[config.mk]
export PLATFORM = sky130hd
export DESIGN_NAME = image_row_packer
export DESIGN_NICKNAME = d
export VERILOG_FILES = /design/src/rtl/ec551_pkg.sv /design/src/rtl/image_row_packer.sv
export SDC_FILE = /design/constraint.sdc
export NUM_CORES = 2
export LEC_CHECK = 0
export BUFFER_PORTS_ARGS = -buffer_cell sky130_fd_sc_hd__buf_2
export CORE_MARGIN = 2
export CORE_UTILIZATION = 60
export DETAILED_ROUTE_END_ITERATION = 8
export PLACE_DENSITY = 0.81
export REMOVE_ABC_BUFFERS = 1
export SYNTH_ARGS = -nofsm -noshare
export SYNTH_HDL_FRONTEND = slang
export SYNTH_SLANG_ARGS = --single-unit
[constraint.sdc]
create_clock -name clk -period 9.2 [get_ports clk]
set_input_delay 0.92 -clock clk [delete_from_list [all_inputs] [get_ports clk]]
set_output_delay 0.92 -clock clk [all_outputs]
set_load 0.005 [all_outputs]
[src/rtl/ec551_pkg.sv]
// Shared defaults and FSM state type for the image row packer.
package ec551_pkg;

    localparam int unsigned BLOCK_SIZE_DEF = 32;
    localparam int unsigned HSIZE_DEF      = 768;
    localparam int unsigned PIXEL_W_DEF    = 8;

    typedef enum logic [0:0] {
        FILL = 1'b0,
        HOLD = 1'b1
    } state_e;

endpackage

[src/rtl/image_row_packer.sv]
// Image row packer: assembles a row of pixels (pixel 0 in the LSBs), pairs it with the key
// captured at pixel 0, and hands it to a one-entry output holding register.
module image_row_packer
    import ec551_pkg::*;
#(
    parameter int unsigned BLOCK_SIZE = BLOCK_SIZE_DEF,
    parameter int unsigned HSIZE      = HSIZE_DEF,
    parameter int unsigned PIXEL_W    = PIXEL_W_DEF
) (
    input  logic                  clk,
    input  logic                  rst_n,
    input  logic                  in_valid,
    output logic                  in_ready,
    input  logic [PIXEL_W-1:0]    in_pixel,
    input  logic                  in_last,
    input  logic                  key_load,
    input  logic [BLOCK_SIZE-1:0] key_in,
    output logic                  out_valid,
    input  logic                  out_ready,
    output logic [HSIZE-1:0]      out_row,
    output logic [BLOCK_SIZE-1:0] out_key,
    output logic                  out_short,
    output logic [15:0]           row_idx
);

    localparam int unsigned NPIX  = HSIZE / PIXEL_W;
    localparam int unsigned CNT_W = (NPIX > 1) ? $clog2(NPIX) : 1;
    localparam logic [CNT_W-1:0] LAST_IDX = CNT_W'(NPIX - 1);

    state_e                state_q, state_d;
    logic [CNT_W-1:0]      pix_cnt_q, pix_cnt_d;
    logic [HSIZE-1:0]      buf_q, buf_d;
    logic [BLOCK_SIZE-1:0] row_key_q, row_key_d;
    logic                  buf_short_q, buf_short_d;
    logic [BLOCK_SIZE-1:0] key_q, key_d;
    logic                  out_valid_q, out_valid_d;
    logic [HSIZE-1:0]      out_row_q, out_row_d;
    logic [BLOCK_SIZE-1:0] out_key_q, out_key_d;
    logic                  out_short_q, out_short_d;
    logic [15:0]           row_idx_q, row_idx_d;

    logic                  accept, consume, can_xfer, at_last, xfer;
    logic [HSIZE-1:0]      row_asm, xfer_row;
    logic [BLOCK_SIZE-1:0] snap_key, xfer_key;
    logic                  xfer_short;

    // Ready only in FILL and never while reset is held.
    assign in_ready = rst_n && (state_q == FILL);

    // Next-state: pixel assembly, FILL/HOLD control and output register update.
    always_comb begin
        accept   = in_valid && in_ready;
        consume  = out_valid_q && out_ready;
        can_xfer = !out_valid_q || out_ready;
        at_last  = (pix_cnt_q == LAST_IDX);

        key_d    = key_load ? key_in : key_q;
        // key_d already carries key_in when key_load coincides with pixel 0.
        snap_key = (pix_cnt_q == '0) ? key_d : row_key_q;

        // The buffer is zeroed after every row, so unfilled slots stay zero.
        row_asm = buf_q;
        row_asm[int'(pix_cnt_q) * PIXEL_W +: PIXEL_W] = in_pixel;

        state_d     = state_q;
        pix_cnt_d   = pix_cnt_q;
        buf_d       = buf_q;
        row_key_d   = row_key_q;
        buf_short_d = buf_short_q;
        xfer        = 1'b0;
        xfer_row    = buf_q;
        xfer_key    = row_key_q;
        xfer_short  = buf_short_q;

        unique case (state_q)
            FILL: begin
                if (accept) begin
                    if (at_last || in_last) begin
                        pix_cnt_d = '0;
                        if (can_xfer) begin
                            xfer       = 1'b1;
                            xfer_row   = row_asm;
                            xfer_key   = snap_key;
                            xfer_short = !at_last;
                            buf_d      = '0;
                        end else begin
                            state_d     = HOLD;
                            buf_d       = row_asm;
                            row_key_d   = snap_key;
                            buf_short_d = !at_last;
                        end
                    end else begin
                        pix_cnt_d = pix_cnt_q + 1'b1;
                        buf_d     = row_asm;
                        row_key_d = snap_key;
                    end
                end
            end
            HOLD: begin
                if (can_xfer) begin
                    xfer    = 1'b1;
                    buf_d   = '0;
                    state_d = FILL;
                end
            end
            default: state_d = FILL;
        endcase

        out_valid_d = xfer || (out_valid_q && !consume);
        out_row_d   = xfer ? xfer_row : out_row_q;
        out_key_d   = xfer ? xfer_key : out_key_q;
        out_short_d = xfer ? xfer_short : out_short_q;
        row_idx_d   = row_idx_q + {15'd0, consume};
    end

    // State registers with asynchronous active-low clear.
    always_ff @(posedge clk or negedge rst_n) begin
        if (!rst_n) begin
            state_q     <= FILL;
            pix_cnt_q   <= '0;
            buf_q       <= '0;
            row_key_q   <= '0;
            buf_short_q <= 1'b0;
            key_q       <= '0;
            out_valid_q <= 1'b0;
            out_row_q   <= '0;
            out_key_q   <= '0;
            out_short_q <= 1'b0;
            row_idx_q   <= '0;
        end else begin
            state_q     <= state_d;
            pix_cnt_q   <= pix_cnt_d;
            buf_q       <= buf_d;
            row_key_q   <= row_key_d;
            buf_short_q <= buf_short_d;
            key_q       <= key_d;
            out_valid_q <= out_valid_d;
            out_row_q   <= out_row_d;
            out_key_q   <= out_key_d;
            out_short_q <= out_short_d;
            row_idx_q   <= row_idx_d;
        end
    end

    assign out_valid = out_valid_q;
    assign out_row   = out_row_q;
    assign out_key   = out_key_q;
    assign out_short = out_short_q;
    assign row_idx   = row_idx_q;

endmodule

==> results by stage <==
Finish:
- The share of final-layout standard cells stronger than drive strength 1 is 20.3%.
- Leaving out fill and tap cells, the most frequent cell in the layout is sky130_fd_sc_hd__dfrtp_1.
- The net total in the final layout is 6482.
- At the end of the flow the core is filled with cells to 70.3%.
- In the layout the commonest cells are sky130_fd_sc_hd__dfrtp_1 (1659), sky130_fd_sc_hd__buf_2 (863), sky130_fd_sc_hd__a221o_1 (705).
- The relative area change from synthesis to final layout is 16.7%.

Drt:
- The first detailed-routing pass ran for 9 iterations.
- In the final routed layout, each cell accounts on average for 32.9 um.
- After detailed routing, the total wire length is about 270000 um.
- Summing over every cut layer, the via total after detailed routing is 60700.
- The count of antenna-violating nets left after detailed routing is 0.
- The post-route DRC violation count is 0.
- The vias per cell is 7.52.
- The number of violations reported at the end of detailed-routing iteration 0 is 8360.

Global route:
- The initial antenna violation count came to 8.
- The wire length of the first global-routing pass is 389000 um.
- The remaining global-route overflow is 0.
- Entering global routing, the biggest net connects 188 pins.
- The number of global-route vias before repair is 58400.
- The aggregate global-route resource usage is about 45%.

Synthesis:
- The synthesized netlist contains 70 unique library cells.
- In this run the mean area of a mapped cell was about 12 sq um.
- In the synthesized netlist the dominant register cell turns out to be sky130_fd_sc_hd__dfrtp_1.
- The part of the Yosys area used for sequential elements is 60.4%.
- After synthesis the cells add up to 68700 sq um.
- Yosys printed 0 warnings.
- The proportion of synthesized flip-flops having asynchronous set or reset is 100%.
- The number of flops mapped to enable cells by yosys is 0.
- The number of standard cells after synthesis is 5739.
- The flip-flop and latch count after synthesis is between 1500 and 2000.

Clock network:
- The clock latency reported for the late side of the worst-skew pair is a little over 0.8 ns.
- The clock passes through at most 3 buffers.
- Post-CTS repair changed the size of 0 cells.
- The tree is rooted in a sky130_fd_sc_hd__clkbuf_16.
- The post-CTS setup-driven buffer insertion count is 0.
- The total number of H-tree levels is 4.
- The number of sinks handled by clock tree synthesis is ~1700.
- After clock tree synthesis, the clock-pin slew on the worst setup and hold paths is 0.06 ns.
- The number of hold buffers added after cts is 0.
- TritonCTS built the clock tree.
- Counting the buffers created by CTS gives about 160.

Power:
- VDD sags by at most 0.198 mV.
- The analysis attributes to cell leakage a power of 38.5 nW.
- Power spread over the standard cell area amounts to 215 nW/um^2.

Worst setup path:
- The depth of the worst register-to-register path is 10.
- The worst setup path is captured at a flip-flop.
- The worst setup path is of the reg -> reg kind.
- The arrival time of the worst setup path is 6.66 ns.
- The startpoint type of the worst setup path is a flip-flop.
- The maximum fanout along the worst path is 22.
- The worst register-to-register path ends at out_row[235].
- The end of the critical path is out_row[235].
- The start point of the critical path is pix_cnt_q[0].
- The critical path required time is between 9 and 10 ns.
- Across all register-to-register paths, the minimum setup slack is 3.22 ns.
- The worst register-to-register path begins at pix_cnt_q[0].

Timing:
- The clock tree skew after final layout is 0.0268 ns.
- The final count of negative-setup-slack endpoints is 0.
- The final setup TNS is 0 ns.
- At the pin with the least slew margin, the transition time is 1.48 ns.
- The worst pin sits at a relative slew slack of less than 1%.
- The count of pins over their slew limit came to 0.
- The minimum clock period after layout is 5.98 ns.
- The achievable frequency is approximately 170 MHz.
- The final worst setup slack is 3.22 ns.
- The period utilization is between 60% and 70%.
- Setup repair after global routing left no endpoint under its margin.
- The number of failing hold endpoints at the final stage is 0.

Die:
- The number of primary I/O pins is 865.
- The die footprint is around 120000 sq um.
- The die is 342 um wide.
- The floorplan die height is ~340 um.
- The core area is about 110000 sq um.
- The row count is 124.
- For this configuration, the core starts out at a cell density of 60.3%.

Placement:
- The final HPWL from detailed placement is 174000 um.
- The post-placement setup slack is 3.46 ns.
- The number of buffer cells added on primary ports is 864.
- The global placement routability congestion is 0.944.

Run status:
- The flow ran to the end, but the final reports show violations.
- The checks that failed: capacitance limit.

Hold path:
- The worst min-delay path class is in -> async.

Run:
- The tool flagged a number of max-cap violations equal to 1.
## power breakdown
group / leakage, nW / internal, mW / switching, mW
clock network: 2.79 / 4.15 / 2.97
registers: 23.0 / 7.49 / 0.126
logic: 12.7 / 0.438 / 2.11
## cell usage after synthesis, types with 35 or more instances
| library cell | count | area [sq um] |
|---|---|---|
| sky130_fd_sc_hd__a21oi_1 | 167 | 836 |
| sky130_fd_sc_hd__a221o_1 | 705 | 7060 |
| sky130_fd_sc_hd__a22o_1 | 510 | 4470 |
| sky130_fd_sc_hd__and2_1 | 102 | 638 |
| sky130_fd_sc_hd__clkbuf_1 | 418 | 1570 |
| sky130_fd_sc_hd__dfrtp_1 | 1659 | 41500 |
| sky130_fd_sc_hd__inv_1 | 70 | 263 |
| sky130_fd_sc_hd__nand2_1 | 263 | 987 |
| sky130_fd_sc_hd__nand3_1 | 72 | 360 |
| sky130_fd_sc_hd__nor2_1 | 331 | 1240 |
| sky130_fd_sc_hd__nor3_1 | 321 | 1610 |
| sky130_fd_sc_hd__nor3b_1 | 35 | 263 |
| sky130_fd_sc_hd__nor4_1 | 377 | 2360 |
| sky130_fd_sc_hd__o211ai_1 | 40 | 300 |
| sky130_fd_sc_hd__o21ai_0 | 40 | 200 |
| sky130_fd_sc_hd__o2bb2ai_1 | 234 | 2050 |
## registers in the layout, indices dropped and copies added, names as in the netlist
signal and count:
out_row 768, pix_cnt_q 7, row_key_q 32, out_valid 1, buf_short_q 1, out_key 32, buf_q 768, state_q 1
row_idx 16, out_short 1, key_q 32
## how the worst min path moves through the flow
stage | startpoint | end | slack [ns] | depth (start not counted)
floorplan | buf_q[192] | buf_q[192] | 0.45 | 1
global placement | row_idx[15] | row_idx[15] | 0.46 | 1
detailed placement | row_idx[15] | row_idx[15] | 0.46 | 1
CTS | rst_n | buf_q[242] | 0.06 | 1
global route | rst_n | buf_q[373] | 0.07 | 1
finish | rst_n | buf_q[373] | 0.03 | 1
## metal layers
layer | track usage [%] | vias to the layer above | part of all wire [%]
met3 | 16.7 | 1095 | 14
met5 | 0 | - | 0.038
met1 | 56.9 | 30500 | 35
met4 | 30.2 | 14 | 8.4
li1 | - | 24200 | -
met2 | 63.6 | 4866 | 42
## critical path, cell delays in order, from the launching register on
cell and delay, ns:
sky130_fd_sc_hd__dfrtp_1 0.56, sky130_fd_sc_hd__inv_1 0.16, sky130_fd_sc_hd__ha_1 0.35, sky130_fd_sc_hd__nor3b_1 0.89, sky130_fd_sc_hd__nor3b_1 0.29, sky130_fd_sc_hd__ha_1 0.67, sky130_fd_sc_hd__inv_1 0.65, sky130_fd_sc_hd__nor4_4 1.06
sky130_fd_sc_hd__buf_4 0.52, sky130_fd_sc_hd__a21oi_1 0.30, sky130_fd_sc_hd__a221o_1 0.40
## per-stage QoR
stage	std cells	power (mW)	instance area (sq um)	hold slack (ns)
after CTS	8067	17.1	80200	0.0593
after detailed placement	7775	10.2	74500	0.460
after global placement	7775	10.1	74500	0.459
after global routing	8069	17.6	80200	0.0697
after floorplan	5271	8.85	66900	0.448
final	8071	17.3	80200	0.0325
## final cells by class
type / count / area (sq um)
sequential: 1659 / 41500
fill: 7964 / 33800
multi-input combinational: 3542 / 25500
timing repair buffer: 994 / 5400
clock buffer: 232 / 4810
tap: 1512 / 1890
clock inverter: 60 / 846
inverter: 70 / 263
antenna: 2 / 5.00
## logic make-up after synthesis
kind of cell / share of synthesized area, %
XOR/XNOR: 0.255
multiplexers: 0.466
AO/OA/AOI/OAI: 23.8
AND/OR/NAND/NOR: 12.0
buffers and inverters: 2.99
adder cells (fa/ha/maj): 0.0910
flip-flops: 60.4
No activity file was read; power rests on OpenSTA's default activity.
